[src/rtl/grayscale_stream_ctrl.sv]
// grayscale_stream_ctrl
// Frame-level sequencer for the RGB565-to-grayscale converter. Accepts a
// ready/valid RGB565 stream, issues pixels to a fixed 1-cycle-latency
// converter, buffers results in a credit-protected FIFO and emits a tagged
// ready/valid 12-bit grayscale stream. One start runs one H_ACTIVE x V_ACTIVE frame.
//
// Ports:
//   clk, reset            clock; synchronous active-high reset
//   start                 begins one frame (honoured only in IDLE)
//   busy, done, overflow  status: RUN/DRAIN, end-of-frame pulse, sticky FIFO overrun
//   s_pixel/s_valid/s_ready           RGB565 input stream
//   conv_red/green/blue, conv_valid   converter inputs
//   conv_aresetn                      converter reset (active-low)
//   conv_gray, conv_valid_out         converter results
//   m_gray, m_sof/m_eol/m_eof, m_valid/m_ready   tagged grayscale output stream
module grayscale_stream_ctrl #(
  parameter int H_ACTIVE   = 320,
  parameter int V_ACTIVE   = 240,
  parameter int FIFO_DEPTH = 4
) (
  input  logic        clk,
  input  logic        reset,
  input  logic        start,
  output logic        busy,
  output logic        done,
  output logic        overflow,
  input  logic [15:0] s_pixel,
  input  logic        s_valid,
  output logic        s_ready,
  output logic [4:0]  conv_red,
  output logic [5:0]  conv_green,
  output logic [4:0]  conv_blue,
  output logic        conv_valid,
  output logic        conv_aresetn,
  input  logic [11:0] conv_gray,
  input  logic        conv_valid_out,
  output logic [11:0] m_gray,
  output logic        m_sof,
  output logic        m_eol,
  output logic        m_eof,
  output logic        m_valid,
  input  logic        m_ready
);

  localparam int XW = (H_ACTIVE > 1) ? $clog2(H_ACTIVE) : 1;
  localparam int YW = (V_ACTIVE > 1) ? $clog2(V_ACTIVE) : 1;
  localparam int PW = $clog2(FIFO_DEPTH);
  localparam int CW = PW + 1;
  localparam logic [XW-1:0] X_LAST  = XW'(H_ACTIVE - 1);
  localparam logic [YW-1:0] Y_LAST  = YW'(V_ACTIVE - 1);
  localparam logic [CW-1:0] DEPTH_C = CW'(FIFO_DEPTH);

  typedef enum logic [1:0] {IDLE, RUN, DRAIN, DONE} state_t;
  state_t state, state_next;

  logic [XW-1:0] x;
  logic [YW-1:0] y;
  logic          inflight;
  logic          tag_sof_d, tag_eol_d, tag_eof_d;
  logic          at_sof, at_eol, at_eof;
  logic          issue;

  logic [14:0]   mem [FIFO_DEPTH];
  logic [PW-1:0] wr_ptr, rd_ptr;
  logic [CW-1:0] count, count_next;
  logic          full, push, pop;
  logic [14:0]   head;

  assign conv_red     = s_pixel[15:11];
  assign conv_green   = s_pixel[10:5];
  assign conv_blue    = s_pixel[4:0];
  assign conv_aresetn = ~reset;

  assign at_sof = (x == '0) && (y == '0);
  assign at_eol = (x == X_LAST);
  assign at_eof = at_eol && (y == Y_LAST);

  // Credit covers both buffered entries and the one result that may still be
  // inside the converter. Gated by reset so no pixel is issued in the reset cycle.
  assign s_ready    = (state == RUN) && !reset && ((count + CW'(inflight)) < DEPTH_C);
  assign issue      = s_valid && s_ready;
  assign conv_valid = issue;

  assign m_valid = (count != '0);
  assign pop     = m_valid && m_ready;
  assign full    = (count == DEPTH_C);
  assign push    = conv_valid_out && (!full || pop);

  assign count_next = count + CW'(push) - CW'(pop);

  assign head   = mem[rd_ptr];
  assign m_gray = m_valid ? head[14:3] : '0;
  assign m_sof  = m_valid && head[2];
  assign m_eol  = m_valid && head[1];
  assign m_eof  = m_valid && head[0];

  always_ff @(posedge clk) begin
    if (reset) state <= IDLE;
    else       state <= state_next;
  end

  always_comb begin
    state_next = state;
    busy       = 1'b0;
    done       = 1'b0;
    unique case (state)
      IDLE:  if (start) state_next = RUN;
      RUN: begin
        busy = 1'b1;
        if (issue && at_eof) state_next = DRAIN;
      end
      DRAIN: begin
        busy = 1'b1;
        // Uses the post-pop count so done follows the last pop directly.
        if (!inflight && !conv_valid_out && (count_next == '0)) state_next = DONE;
      end
      DONE: begin
        done       = 1'b1;
        state_next = IDLE;
      end
      default: state_next = IDLE;
    endcase
  end

  // Pixel position and issue-time tags; tags are delayed one cycle so they
  // line up with the converter result they belong to.
  always_ff @(posedge clk) begin
    if (reset) begin
      x         <= '0;
      y         <= '0;
      inflight  <= 1'b0;
      tag_sof_d <= 1'b0;
      tag_eol_d <= 1'b0;
      tag_eof_d <= 1'b0;
    end else begin
      inflight  <= issue;
      tag_sof_d <= at_sof;
      tag_eol_d <= at_eol;
      tag_eof_d <= at_eof;
      if ((state == IDLE) && start) begin
        x <= '0;
        y <= '0;
      end else if (issue) begin
        if (x == X_LAST) begin
          x <= '0;
          if (y != Y_LAST) y <= y + 1'b1;
        end else begin
          x <= x + 1'b1;
        end
      end
    end
  end

  always_ff @(posedge clk) begin
    if (reset) begin
      wr_ptr   <= '0;
      rd_ptr   <= '0;
      count    <= '0;
      overflow <= 1'b0;
    end else begin
      if (push) wr_ptr <= wr_ptr + 1'b1;
      if (pop)  rd_ptr <= rd_ptr + 1'b1;
      count <= count_next;
      if (conv_valid_out && full && !pop) overflow <= 1'b1;
    end
  end

  always_ff @(posedge clk) begin
    if (push) mem[wr_ptr] <= {conv_gray, tag_sof_d, tag_eol_d, tag_eof_d};
  end

endmodule
[config.mk]
export PLATFORM = sky130hd
export DESIGN_NAME = grayscale_stream_ctrl
export DESIGN_NICKNAME = d
export VERILOG_FILES = /design/src/rtl/grayscale_stream_ctrl.sv
export SDC_FILE = /design/constraint.sdc
export NUM_CORES = 1
export LEC_CHECK = 0
export ABC_AREA = 1
export BUFFER_PORTS_ARGS = -buffer_cell sky130_fd_sc_hd__buf_2
export CAP_MARGIN = 20
export CORE_MARGIN = 8
export CORE_UTILIZATION = 56
export DETAILED_ROUTE_END_ITERATION = 8
export HOLD_SLACK_MARGIN = 0.05
export PLACE_DENSITY_LB_ADDON = 0.15
export SYNTH_ARGS = -nofsm -noshare
export SYNTH_HDL_FRONTEND = slang
export SYNTH_SLANG_ARGS = --single-unit
[constraint.sdc]
create_clock -name clk -period 3.3 [get_ports clk]
set_input_delay 0.33 -clock clk [delete_from_list [all_inputs] [get_ports clk]]
set_output_delay 0.33 -clock clk [all_outputs]
set_load 0.005 [all_outputs]
== After elaboration in Yosys (flattened, before gate mapping) ==
Memory sizes are Yosys's and may differ from the RTL's. A register that Yosys moved wholly into a read port is not among the register bits.
Cells that the tools add are included.
W data, S select, Z words.
Word-level totals
  flip-flop bits (word level): 31
  RAM bits: 60
  input port bits: 34
  output and inout port bits: 38
  logic and storage cells: 74
  memories: 1
Cells by class
  $add $sub $neg: 7
  magnitude comparators: 1
  equality and inequality tests: 10
  mux-type cells: 12
  bitwise operators: 1
  reduce and logical (&&, ||, !) cells: 31
Memory list
  mem: depth 4, width 15, rd ports 1, clocked after memory_dff 1, wr ports 1, RTL line 63  | logic [14:0] mem [FIFO_DEPTH];
Operator list (count)
  $logic_and A1 B1 Y1: 16
  $mux W12: 1
  $mux W2: 5
  $add A9 B1 Y9 const B: 1
  $eq A9 B9 Y1 const B: 1
  $logic_not A9 Y1: 1
  $mux W9: 1
  $add A8 B1 Y8 const B: 1
  $eq A8 B8 Y1 const B: 1
  $logic_not A8 Y1: 1
  $ne A8 B8 Y1 const B: 1
  $pmux W2 S4: 1
  $add A3 B1 Y3: 2
  $reduce_and A3 Y1: 2
  $logic_not A1 Y1: 5
  $add A2 B1 Y2 const B: 2
  $eq A2 B2 Y1 const B: 2
  $mux W1: 4
  $ne A2 B2 Y1 const B: 2
  $reduce_or A2 Y1: 2
  $eq A3 B3 Y1 const B: 1
  $logic_not A3 Y1: 1
  $lt A3 B3 Y1 const B: 1
  $reduce_bool A3 Y1: 1
  other kinds (6): 6

== Logic depth before layout (Yosys ltp) ==
  word-level depth: 10
  depth in mapped cells: 17
  mapped depth without buffers: 17

== Worst setup path after synthesis ==
Ideal clock, no wire load.
  path kind: reg2reg
  start point: register count[1]
  end point: register state[0]
  setup time: 115 ps
  arrival: 2468 ps
  data required time: 3185 ps
  path slack: 717 ps
  cell stages (with the launch flop): 18
  buffers on the path: 0
  period minus slack after synthesis: 2583 ps
  cell sequence: dfxtp_1 inv_1 nand2_1 nor3_1 nor2_1 inv_1 ha_1 inv_1 ha_1 inv_1 fa_1 nand2_1 nor2_1 nand3_1 a21oi_1 nand3_1 nand2_1 nor2_1
Between the ends
  cells in the longest elaborated chain, start to end: 10
  elaborated cells on any way between the ends: 18
  those cells by class: add/sub (3); order compare (1); eq/ne (3); reduce/logical (11)
RTL lines
  start, declared: RTL line 65  | logic [CW-1:0] count, count_next;
  start signal, assigned: RTL line 163  | count <= count_next;
  $eq A3 B3 Y1 / $reduce_bool A3 Y1 (equally long branches): RTL line 86, 84
  $logic_not A1 Y1 / $logic_and A1 B1 Y1 (equally long branches): RTL line 87, 85
  $logic_or A1 B1 Y1: RTL line 87  | assign push = conv_valid_out && (!full || pop);
  $logic_and A1 B1 Y1: RTL line 87
  $add A3 B1 Y3: RTL line 89  | assign count_next = count + CW'(push) - CW'(pop);
  $sub A3 B1 Y3: RTL line 89
  $logic_not A3 Y1: RTL line 115  | if (!inflight && !conv_valid_out && (count_next == '0)) state_next = DONE;
  $logic_and A1 B1 Y1: RTL line 115
  $ne A2 B2 Y1 (no source line)
  $reduce_and A3 Y1 (no source line) *
  end signal, assigned: RTL line 99  | else state <= state_next;
  end, declared: RTL line 54  | state_t state, state_next;
Every way passes the cells marked *; elsewhere a longest branch is shown, timed or not.
A chain may end at the register's enable or synchronous reset.

== Final worst setup path ==
  start point: register count[1]
  end point: register state[1]
Same word-level chain as after synthesis.

==> results.sh <==
export IMPL_syn_instance_count=455
export IMPL_yosys_register_bits=93
export IMPL_grt_antenna_before_repair=0
export IMPL_synth_net_count=505
export IMPL_area_growth_pct=8.47
export IMPL_synth_enable_flop_cells=60
export IMPL_finalClockSkew_ns=0.00841
export IMPL_p_leak_nw=1.84
export IMPL_cts_path_max_buffers=2
export IMPL_cts_sinks=93
export IMPL_tightestPinTransition_ns=0.556
export IMPL_finalHoldViolCount=0
export IMPL_worst_hold_startpoint="conv_gray[5]"
export IMPL_share_of_synthesized_area_occupied_by_flip_flops_and_latches=0.575
export IMPL_maxcap_viol_count=0
export IMPL_buffer_ports_inserted=39
export IMPL_pwr_density_cell_nw_per_um2=647
export IMPL_holdCritPathClass="in -> reg"
export IMPL_wl_met3_um=410
export IMPL_fp_row_count=32
export IMPL_met2_wire_length_um=4060
export IMPL_worstReg2RegStart="count[1]$_SDFF_PP0_"
export IMPL_grt_setup_unrepaired="no"
export IMPL_clock_fmax_ghz=0.342
export IMPL_die_area_um2=10700
export IMPL_layout_cells_most_common_list="86 x nor2_1, 60 x edfxtp_1, 52 x nand2_1"
export IMPL_ir_drop_v=0.000379
export IMPL_cts_root_buffer_cell="clkbuf_8"
export IMPL_fp_dieH_um=103
export IMPL_asyncSetResetFlopFracSynth=0
export IMPL_remaining_drc_errors=0
export IMPL_drt_antenna_violating_nets=0
export IMPL_r2r_setup_slack_ns=0.38
export IMPL_cp_slowest_cell="fa_1"
export IMPL_timing_worst_setup_path_type="reg -> reg"
export IMPL_hold_path_cell_count=1
export IMPL_critical_path_most_common_cell="inv_1"
export IMPL_cts_tree="yes"
export IMPL_chipWidth_um=103
export IMPL_drt_met1_wl_um=3490
export IMPL_cp_arrival_ns=3.16
export IMPL_num_vias=3035
export IMPL_fin_worst_hold_slack_ns=0.195
export IMPL_gp_routability_congestion=0.850
export IMPL_post_synth_instance_area_um2=4280
export IMPL_final_layout_size_suffix_gt1_frac=0.136
export IMPL_grt_pass1_wl_um=13200
export IMPL_ordered_cell_list_for_the_critical_path="inv_1 -> nand2_1 -> nor3_1 -> nor2_1 -> inv_1 -> ha_1 -> inv_1 -> ha_1 -> inv_1 -> fa_1 -> nand2_1 -> nor2_1 -> nand3_1 -> a21oi_1 -> nand3_1 -> nand2_1 -> nor2_1"
export IMPL_final_period_utilization=0.885
export IMPL_postSynthAreaPerCell_um2=9.42
export IMPL_most_common_cell_after_layout_fill_and_taps_aside="nor2_1"
export IMPL_setup_tns_ns=0
export IMPL_start_util=0.566
export IMPL_min_delay_worst_endpoint="mem[3][8]$_DFFE_PP_"
export IMPL_ys_types=27
export IMPL_path_max_fanout=7
export IMPL_pin_count=72
export IMPL_yosys_warnings=0
export IMPL_core_area_um2=7570
export IMPL_top_layer="met4"
export IMPL_start_kind="register"
export IMPL_cts_resized=0
export IMPL_global_route_usage_total=0.160
export IMPL_worst_r2r_path_depth=17
export IMPL_postCtsHoldBufs=0
export IMPL_antenna_cells=0
export IMPL_first_global_vias=2938
export IMPL_reg2reg_to="state[1]$_SDFFE_PP0P_"
export IMPL_clkLatencyLatePin_ns=0.35
export IMPL_postSynth_topFlopCell="edfxtp_1"
export IMPL_drt_initial_drc_count=154
export IMPL_place_hpwl_um=5410
export IMPL_htree_num_levels=3
export IMPL_clk_pin_slew_worst_paths_ns=0.09
export IMPL_globalRouteOverflowTotal=0
export IMPL_worst_endpoint_required_ns=3.54
export IMPL_routed_via_density=5.18
export IMPL_status="completed"
export IMPL_drt_wirelength_per_cell_um=13.7
export IMPL_num_nets_final=529
export IMPL_finalMaxSlewViolations=0
export IMPL_grt_max_degree=31
export IMPL_finalWirelength_um=8020
export IMPL_post_cts_buffers=0
export IMPL_relSlewSlack=0.629
export IMPL_drt_first_pass_iters=4
export IMPL_setup_violations_final=0
export IMPL_period_minus_slack_ns=2.92
export IMPL_worst_setup_path_end_kind="register"
export IMPL_tritoncts_num_buffers=9
export IMPL_max_stage_delay_ns=0.51
-- routing by layer --
layer  vias up  GRT usage
met5         -          0
met4         0     0.0523
met3         6     0.0402
met2        75      0.286
met1      1403      0.181
li1       1551          -
-- flip-flops by register name (all words and copies together) (netlist names), 2 cells and up, named ones only --
name	count
y	8
mem	60
rd_ptr	2
state	2
wr_ptr	2
count	3
x	9
-- per-stage QoR --
stage	setup slack, ns	std cells	instance area, µm²	util	total power [W]
after floorplan	0.717	455	4280	-	0.00201
after global placement	0.555	570	4460	0.589	0.00229
after detailed placement	0.414	570	4460	0.589	0.00232
after CTS	0.389	586	4650	0.614	0.00305
after global routing	0.0711	586	4650	0.614	0.00321
final	0.379	586	4650	0.614	0.00300
-- kinds of logic (layout without fill, tap and decap cells) --
kind of cell               after synthesis  count (layout)  share of synthesized area
and+or+nand+nor                        183             183                      0.184
DFF                                     93              93                      0.575
buffers and inverters                   80             109                     0.0885
AOI/OAI and AO/OA                       75              75                     0.0876
adders and majority gates               16              16                     0.0485
xor gates and xnor gates                 8               8                     0.0164
-- synthesized netlist by cell type (2+ instances only) --
library cell	n	area share
a21oi_1	41	0.048
buf_2	3	0.0035
buf_4	18	0.032
clkbuf_1	11	0.0096
dfxtp_1	33	0.15
edfxtp_1	60	0.42
ha_1	15	0.044
inv_1	45	0.039
inv_2	2	0.0018
nand2_1	52	0.046
nand3_1	13	0.015
nand3_2	2	0.0047
nand4_1	13	0.019
nor2_1	86	0.075
nor3_1	10	0.012
o21ai_0	31	0.036
o21ai_1	3	0.0035
xor2_1	8	0.016
-- worst max-delay path by stage --
stage / from / end / slack (ns) / cells after the start
global route: count[1]$_SDFF_PP0_ / state[1]$_SDFFE_PP0P_ / 0.07 / 17
global placement: count[1]$_SDFF_PP0_ / state[1]$_SDFFE_PP0P_ / 0.56 / 17
CTS: count[1]$_SDFF_PP0_ / state[0]$_SDFFE_PP0P_ / 0.39 / 17
finish: count[1]$_SDFF_PP0_ / state[1]$_SDFFE_PP0P_ / 0.38 / 17
detailed placement: count[1]$_SDFF_PP0_ / state[1]$_SDFFE_PP0P_ / 0.41 / 17
floorplan: count[1]$_SDFF_PP0_ / state[0]$_SDFFE_PP0P_ / 0.72 / 17
-- power by group --
group | internal [W] | total, W | leakage (nW) | switching [W]
logic | 0.000329 | 0.000864 | 0.930 | 0.000535
clock network | 0.000350 | 0.000725 | 0.0920 | 0.000376
registers | 0.00134 | 0.00142 | 0.821 | 0.0000730
total | 0.00202 | 0.00300 | 1.84 | 0.000983
-- critical path, delay by kind of cell, from the launching register on --
| family | cells | cell delay (ns) |
|---|---|---|
| AO/OA/AOI/OAI | 1 | 0.26 |
| flip-flops | 1 | 0.48 |
| buffers and inverters | 4 | 0.33 |
| adder cells (fa/ha/maj) | 3 | 0.95 |
| AND/OR/NAND/NOR | 9 | 0.80 |
-- cell type report --
cell class                 instances  area (µm²)
clock buffer                      10         128
clock inverter                     6        62.6
fill                             624        2920
inverter                          47         176
multi-input combinational        282        1440
sequential                        93        2460
tap                              102         128
timing repair buffer              46         248
Note: power is estimated with default switching activity, not from simulation.
